$ cat src/rtl/regfile_wb_scheduler.sv
// ============================================================================
// Module      : regfile_wb_scheduler
// Description : Shares the register file's single write port between the ALU
//               and LSU writeback sources using round-robin arbitration. It
//               also keeps a busy scoreboard of pending destination registers
//               and holds off decode issue on RAW/WAW hazards.
//
// Build macro : WB_BYPASS_EN
//               When defined, the in-flight write (DataD) is forwarded to the
//               decode operands, and the busy bits clear on the grant edge.
//               When undefined, the operands pass straight through, and the
//               busy bits clear when the register file commits.
//
// Ports       :
//   Clk, Rst_n                   clock; asynchronous active-low reset
//   Alu_Valid/Ready/Rd/Data      ALU writeback handshake
//   Lsu_Valid/Ready/Rd/Data      LSU writeback handshake
//   Issue_Valid/Ready            decode issue handshake (Ready = no hazard)
//   Issue_Rd/RsA/RsB             destination and source registers
//   AddrD, DataD, RegWEn         registered register file write port
//   Busy                         scoreboard vector, bit i = reg i pending
//   RfDataA, RfDataB             register file read data
//   FwdDataA, FwdDataB           operands delivered to decode
//
// Revision    : 1.0 - initial release
// ============================================================================
`default_nettype none

module regfile_wb_scheduler #(
  parameter int XLEN = 32,
  parameter int AW   = 5
) (
  input  logic                  Clk,
  input  logic                  Rst_n,
  input  logic                  Alu_Valid,
  output logic                  Alu_Ready,
  input  logic [AW-1:0]         Alu_Rd,
  input  logic [XLEN-1:0]       Alu_Data,
  input  logic                  Lsu_Valid,
  output logic                  Lsu_Ready,
  input  logic [AW-1:0]         Lsu_Rd,
  input  logic [XLEN-1:0]       Lsu_Data,
  input  logic                  Issue_Valid,
  output logic                  Issue_Ready,
  input  logic [AW-1:0]         Issue_Rd,
  input  logic [AW-1:0]         Issue_RsA,
  input  logic [AW-1:0]         Issue_RsB,
  output logic [AW-1:0]         AddrD,
  output logic [XLEN-1:0]       DataD,
  output logic                  RegWEn,
  output logic [(1<<AW)-1:0]    Busy,
  input  logic [XLEN-1:0]       RfDataA,
  input  logic [XLEN-1:0]       RfDataB,
  output logic [XLEN-1:0]       FwdDataA,
  output logic [XLEN-1:0]       FwdDataB
);

  localparam int NREG = 1 << AW;

  // Round-robin pointer: 1 means the LSU was granted last, so the ALU wins
  // the next tie. Reset value gives the ALU the first tie.
  logic                 r_last_lsu;
  logic [AW-1:0]        r_addr;
  logic [XLEN-1:0]      r_data;
  logic                 r_regwen;
  logic [NREG-1:0]      r_busy;

  logic                 w_gnt_alu;
  logic                 w_gnt_lsu;
  logic                 w_gnt;
  logic [AW-1:0]        w_gnt_rd;
  logic [XLEN-1:0]      w_gnt_data;
  logic                 w_hazard;
  logic                 w_issue_fire;
  logic [NREG-1:0]      w_set_vec;
  logic [NREG-1:0]      w_clr_vec;
  logic [NREG-1:0]      w_busy_nxt;

  // ---------------------------------------------------------------- arbiter
  always_comb begin
    w_gnt_alu  = Alu_Valid && (!Lsu_Valid || r_last_lsu);
    w_gnt_lsu  = Lsu_Valid && !w_gnt_alu;
    w_gnt      = w_gnt_alu || w_gnt_lsu;
    w_gnt_rd   = '0;
    w_gnt_data = '0;
    if (w_gnt_alu) begin
      w_gnt_rd   = Alu_Rd;
      w_gnt_data = Alu_Data;
    end else if (w_gnt_lsu) begin
      w_gnt_rd   = Lsu_Rd;
      w_gnt_data = Lsu_Data;
    end
  end

  assign Alu_Ready = w_gnt_alu;
  assign Lsu_Ready = w_gnt_lsu;

  // ------------------------------------------------------- write port stage
  // A grant to x0 still loads AddrD/DataD but never raises RegWEn.
  always_ff @(posedge Clk or negedge Rst_n) begin
    if (!Rst_n) begin
      r_last_lsu <= 1'b1;
      r_addr     <= '0;
      r_data     <= '0;
      r_regwen   <= 1'b0;
    end else begin
      r_regwen <= 1'b0;
      if (w_gnt) begin
        r_last_lsu <= w_gnt_lsu;
        r_addr     <= w_gnt_rd;
        r_data     <= w_gnt_data;
        r_regwen   <= (w_gnt_rd != '0);
      end
    end
  end

  assign AddrD  = r_addr;
  assign DataD  = r_data;
  assign RegWEn = r_regwen;

  // ------------------------------------------------------------- scoreboard
  always_comb begin
    w_hazard     = r_busy[Issue_RsA] | r_busy[Issue_RsB] | r_busy[Issue_Rd];
    w_issue_fire = Issue_Valid && !w_hazard && (Issue_Rd != '0);

    w_set_vec = '0;
    if (w_issue_fire) begin
      w_set_vec[Issue_Rd] = 1'b1;
    end

    w_clr_vec = '0;
`ifdef WB_BYPASS_EN
    // Clear as the write is granted; the dependant reads DataD via bypass.
    if (w_gnt) begin
      w_clr_vec[w_gnt_rd] = 1'b1;
    end
`else
    // Clear at the end of the RegWEn cycle, when the register file commits.
    if (r_regwen) begin
      w_clr_vec[r_addr] = 1'b1;
    end
`endif

    // Set is applied after clear so a same-cycle set/clear leaves the bit set.
    w_busy_nxt    = (r_busy & ~w_clr_vec) | w_set_vec;
    w_busy_nxt[0] = 1'b0;
  end

  always_ff @(posedge Clk or negedge Rst_n) begin
    if (!Rst_n) begin
      r_busy <= '0;
    end else begin
      r_busy <= w_busy_nxt;
    end
  end

  assign Busy        = r_busy;
  assign Issue_Ready = !w_hazard;

  // ------------------------------------------------------------ operand mux
`ifdef WB_BYPASS_EN
  assign FwdDataA = (r_regwen && (r_addr == Issue_RsA) && (Issue_RsA != '0)) ? r_data : RfDataA;
  assign FwdDataB = (r_regwen && (r_addr == Issue_RsB) && (Issue_RsB != '0)) ? r_data : RfDataB;
`else
  assign FwdDataA = RfDataA;
  assign FwdDataB = RfDataB;
`endif

endmodule

`default_nettype wire

$ cat config.mk
export PLATFORM = sky130hd
export DESIGN_NAME = regfile_wb_scheduler
export DESIGN_NICKNAME = d
export VERILOG_FILES = /design/src/rtl/regfile_wb_scheduler.sv
export SDC_FILE = /design/constraint.sdc
export NUM_CORES = 1
export LEC_CHECK = 0
export ABC_CLOCK_PERIOD_IN_PS = 3550
export CAP_MARGIN = 20
export CELL_PAD_IN_SITES_DETAIL_PLACEMENT = 0
export CELL_PAD_IN_SITES_GLOBAL_PLACEMENT = 2
export CORE_ASPECT_RATIO = 1.4
export CORE_MARGIN = 4
export CORE_UTILIZATION = 20
export CTS_CLUSTER_SIZE = 12
export DETAILED_ROUTE_END_ITERATION = 12
export PLACE_DENSITY = 0.87
export SYNTH_ARGS = -nofsm -noshare
export SYNTH_HDL_FRONTEND = slang
export SYNTH_SLANG_ARGS = --single-unit
$ cat constraint.sdc
create_clock -name Clk -period 3.55 [get_ports Clk]
set_clock_uncertainty 0.2 [all_clocks]
set_input_delay 0.71 -clock Clk [delete_from_list [all_inputs] [get_ports Clk]]
set_output_delay 0.71 -clock Clk [all_outputs]
set_load 0.01 [all_outputs]
==> summary.md <==
| Metric | Value |
|---|---|
| CP Cell Sequence | `dlygate4sd2_1 -> buf_6 -> buf_4 -> nand3_4 -> o21ai_1 -> or4_4 -> o41ai_4 -> nand3_4 -> nor3b_4 -> buf_2` |
| Core Box Area | `22690 µm²` |
| Synth Register Bits | `70` |
| I/O Buffers | `165` |
| Most used cell, CP | `nand3_4` |
| Clk root buf | `clkbuf_16` |
| Final GP Congestion | `0.9562` |
| Share of layout cells above drive strength 1 | `19.90%` |
| Hold Path Class | `reg -> reg` |
| Max clock buf depth | `2` |
| Switch share | `36.92%` |
| Drt first pass iters | `4` |
| Share of the synthesized area in the top cell type | `37.12%` |
| Seq/Total Area, Yosys | `37.68%` |
| Total CTS buffers | `9` |
| Clk Latency, worst-skew pair | `0.34 ns` |
| Synth area leaders | `dfrtp_1 37%, buf_4 11%, mux2i_1 7.1%, o41ai_2 6.3%, nor2_1 6.1%` |
| Clock power share | `23.6%` |
| CP Launch Point | `Issue_Rd[4]` |
| Worst Hold Slack | `0.3085 ns` |
| Post-route insts no fill | `924` |
| H-tree levels | `3` |
| Setup crit end kind | `primary output` |
| Vias | `4355` |
| Synth Area in Compound Gates | `21.87%` |
| Largest family of logic cells by synthesized area | `compound AO/OA/AOI/OAI gates` |
| R2R Setup Slk | `0.84 ns` |
| R2r startpoint | `Busy[23]` |
| Adder-cell area share of the yosys netlist | `0%` |
| Via/cell ratio | `4.713` |
| Mapped Cells | `479` |
| Mux cell area share after synthesis | `10.81%` |
| First DRT Iteration DRCs | `268` |
| Reg area | `1753 µm²` |
| YS warnings | `0` |
| Post-route DRC | `0` |
| Net count after synthesis | `637` |
| Avg Cell Area, Syn | `9.712 µm²` |
| Routed WL per cell | `19.48 µm` |
| CTS sink count | `70` |
| Vias in the first global route | `4648` |
| Worst-margin pin slew | `0.9739 ns` |
| Initial Util | `20.50%` |
| Fill cells | `2351` |
| Internal power | `0.002687 W` |
| Reg-to-Reg End | `Busy[30]` |
| Clk slew on worst S/H paths | `0.07 ns` |
| Global-route wire length before repair | `27280 µm` |
| Worst r2r path cells | `6` |
| Nets@finish | `777` |
| Area after DPL | `6467 µm²` |
| GRT Overall Usage | `13.96%` |
| P_sw | `0.001572 W` |
| Yosys top cell by area | `dfrtp_1` |
| Crit path max-delay cell type | `or4_4` |
| WP data arrival | `2.51 ns` |
| Placed Cells | `907` |
| Setup-failing EPs final | `0` |
| Detailed placement HPWL | `13620 µm` |
| P_leak | `2.735 nW` |
| Pwr Density | `620.3 nW/µm²` |
| Hold Path Depth | `2` |
| Area Growth Syn to Fin | `47.58%` |
| CTS tree | `done` |
| Critical Path Source Type | `input pin` |
| Initial antenna violation count | `0` |
| Sequential share of power | `31.6%` |
| Setup WS post-layout | `0.1283 ns` |
| Simple-gate share of the synthesized area | `14.17%` |
| Post-synth top flop | `dfrtp_1` |
| CP peak stage delay | `0.56 ns` |
| FFs w/ async S/R, synth | `100.0%` |
| Gr ovfl total | `0` |
| Post-place setup slack | `-0.7124 ns` |
| Slew Limit Fails | `0` |
| VDD IR max | `0.2797 mV` |
| Overall power | `0.004259 W` |
| Die height | `188.5 µm` |
| Post-route minimum period | `3.422 ns` |
| Die area | `25800 µm²` |
| Largest net degree at the start of global routing | `71` |
| Max frequency | `292.3 MHz` |
| Antenna Nets Post-Route | `0` |
| Cell area after synthesis | `4652 µm²` |
| Total wire length | `18000 µm` |
| Horiz. Die Dim | `136.9 µm` |
| FP Rows | `65` |
| Multi-input gate area | `2241 µm²` |
| Hold Crit Start | `DataD[19]` |
| I/O pins | `295` |
| RSZ-0062 raised after global routing | `false` |
| Max-capacitance violation count | `0` |
| Final Cell Area | `6865 µm²` |
| Period utilization | `96.39%` |
| Crit path max fanout | `6` |
| Final hold vios | `0` |
| Post-Synth XOR/XNOR Area | `0%` |
| Hold path endpoint | `DataD[19]` |
| Synth unique cells | `52` |
| Post-synth EDFFs | `0` |
| Outcome | `completed` |
| N_diodes | `0` |
| Worst path required time | `2.64 ns` |
| Combinational share of power | `44.8%` |
| Rel. slew slack | `35.07%` |
| WS Path Type | `in -> out` |
==> registers in the layout, indices dropped and copies added, names as in the netlist <==
register / count
AddrD: 5
Busy: 31
DataD: 32
RegWEn: 1
r_last_lsu: 1
==> critical path, delay by kind of cell <==
| kind | cells | cell delay (ns) |
|---|---|---|
| buffers and inverters | 4 | 0.68 |
| and+or+nand+nor | 4 | 0.97 |
| AOI/OAI and AO/OA | 2 | 0.16 |
==> power by group through the flow <==
| stage | logic [W] | clock network (W) | registers [W] |
|---|---|---|---|
| 5_1_grt | 0.00204 | 0.00107 | 0.00137 |
| 2_1_floorplan | 0.000804 | 0 | 0.00134 |
| 6_report | 0.00191 | 0.00100 | 0.00135 |
| 3_5_place_dp | 0.00189 | 0 | 0.00135 |
| 4_1_cts | 0.00191 | 0.00103 | 0.00134 |
| 3_3_place_gp | 0.00188 | 0 | 0.00136 |
==> cell usage after synthesis, types with 2 or more instances <==
| cell | n |
|---|---|
| nor2_1 | 75 |
| dfrtp_1 | 69 |
| buf_4 | 68 |
| o21ai_0 | 39 |
| o22ai_1 | 39 |
| mux2i_1 | 33 |
| clkbuf_1 | 19 |
| o41ai_2 | 18 |
| o41ai_1 | 14 |
| nand3b_1 | 10 |
| a21oi_1 | 9 |
| nand2_1 | 9 |
| buf_6 | 8 |
| nand3_1 | 7 |
| mux4_2 | 6 |
| inv_1 | 4 |
| or3b_2 | 4 |
| nor2b_1 | 3 |
| or4_1 | 3 |
| a22o_1 | 2 |
| a31oi_1 | 2 |
| buf_2 | 2 |
| nand2b_1 | 2 |
| nand3b_2 | 2 |
| nand4b_1 | 2 |
| nor3_1 | 2 |
| o211ai_1 | 2 |
| or3b_1 | 2 |
==> placed cells by master (no fill, tap or decap), drive strengths merged, types with 2 or more instances in the layout <==
| master | count |
|---|---|
| clkbuf | 10 |
| a22o | 2 |
| nand2 | 9 |
| o22ai | 39 |
| a21oi | 9 |
| mux2i | 33 |
| a31oi | 2 |
| nor3 | 2 |
| dlygate4sd2 | 6 |
| clkdlybuf4s50 | 153 |
| o211ai | 3 |
| clkinv | 2 |
| dlymetal6s2s | 3 |
| nand4b | 2 |
| o21ai | 39 |
| mux2 | 3 |
| nand3 | 9 |
| buf | 64 |
| nand2b | 2 |
| nor2b | 3 |
| bufinv | 2 |
| dfrtp | 69 |
| or3 | 2 |
| or3b | 6 |
| nand3b | 12 |
| nor2 | 75 |
| or4 | 3 |
| o41ai | 32 |
| inv | 6 |
| mux4 | 6 |
==> routing by layer <==
metal | track usage, % | share of wire [%]
met1 | 14.85 | 37
met2 | 23.77 | 49
met3 | 4.514 | 8.5
met4 | 8.333 | 5.8
met5 | 0 | 0
==> through the flow <==
step,setup TNS (ns),util (%)
floorplan,0,-
global placement,-0.7392,28.50
detailed placement,-0.7124,28.50
CTS,0,30.22
global route,0,30.26
finish,0,30.26
==> cells by family after synthesis <==
group | count (synthesis)
AO/OA/AOI/OAI | 133
buffers and inverters | 103
flip-flops | 70
multiplexers | 42
other | 1
AND/OR/NAND/NOR | 130
==> how the worst max path moves through the flow <==
stage                       end  cells after the start
global route        Issue_Ready                      9
global placement    Issue_Ready                     10
CTS                 Issue_Ready                     10
floorplan           Issue_Ready                      8
finish              Issue_Ready                     10
detailed placement  Issue_Ready                     10
==> timing repair <==
action	CTS	global route
hold buffers	0	0
resized for setup	23	4
endpoints found under the setup margin	1	1
buffers inserted	3	0
pin swaps	6	4
cloned	0	0
==> layout make-up <==
class                   instances  area share (%)
well taps                     301           5.486
clock inverters                 5           1.203
flip-flops and latches         70           25.53
multi-input cells             306           32.64
clock buffers                  10           3.481
repair buffers                227           31.38
inverters                       5          0.2734
Power figures use the tool's default switching activity.
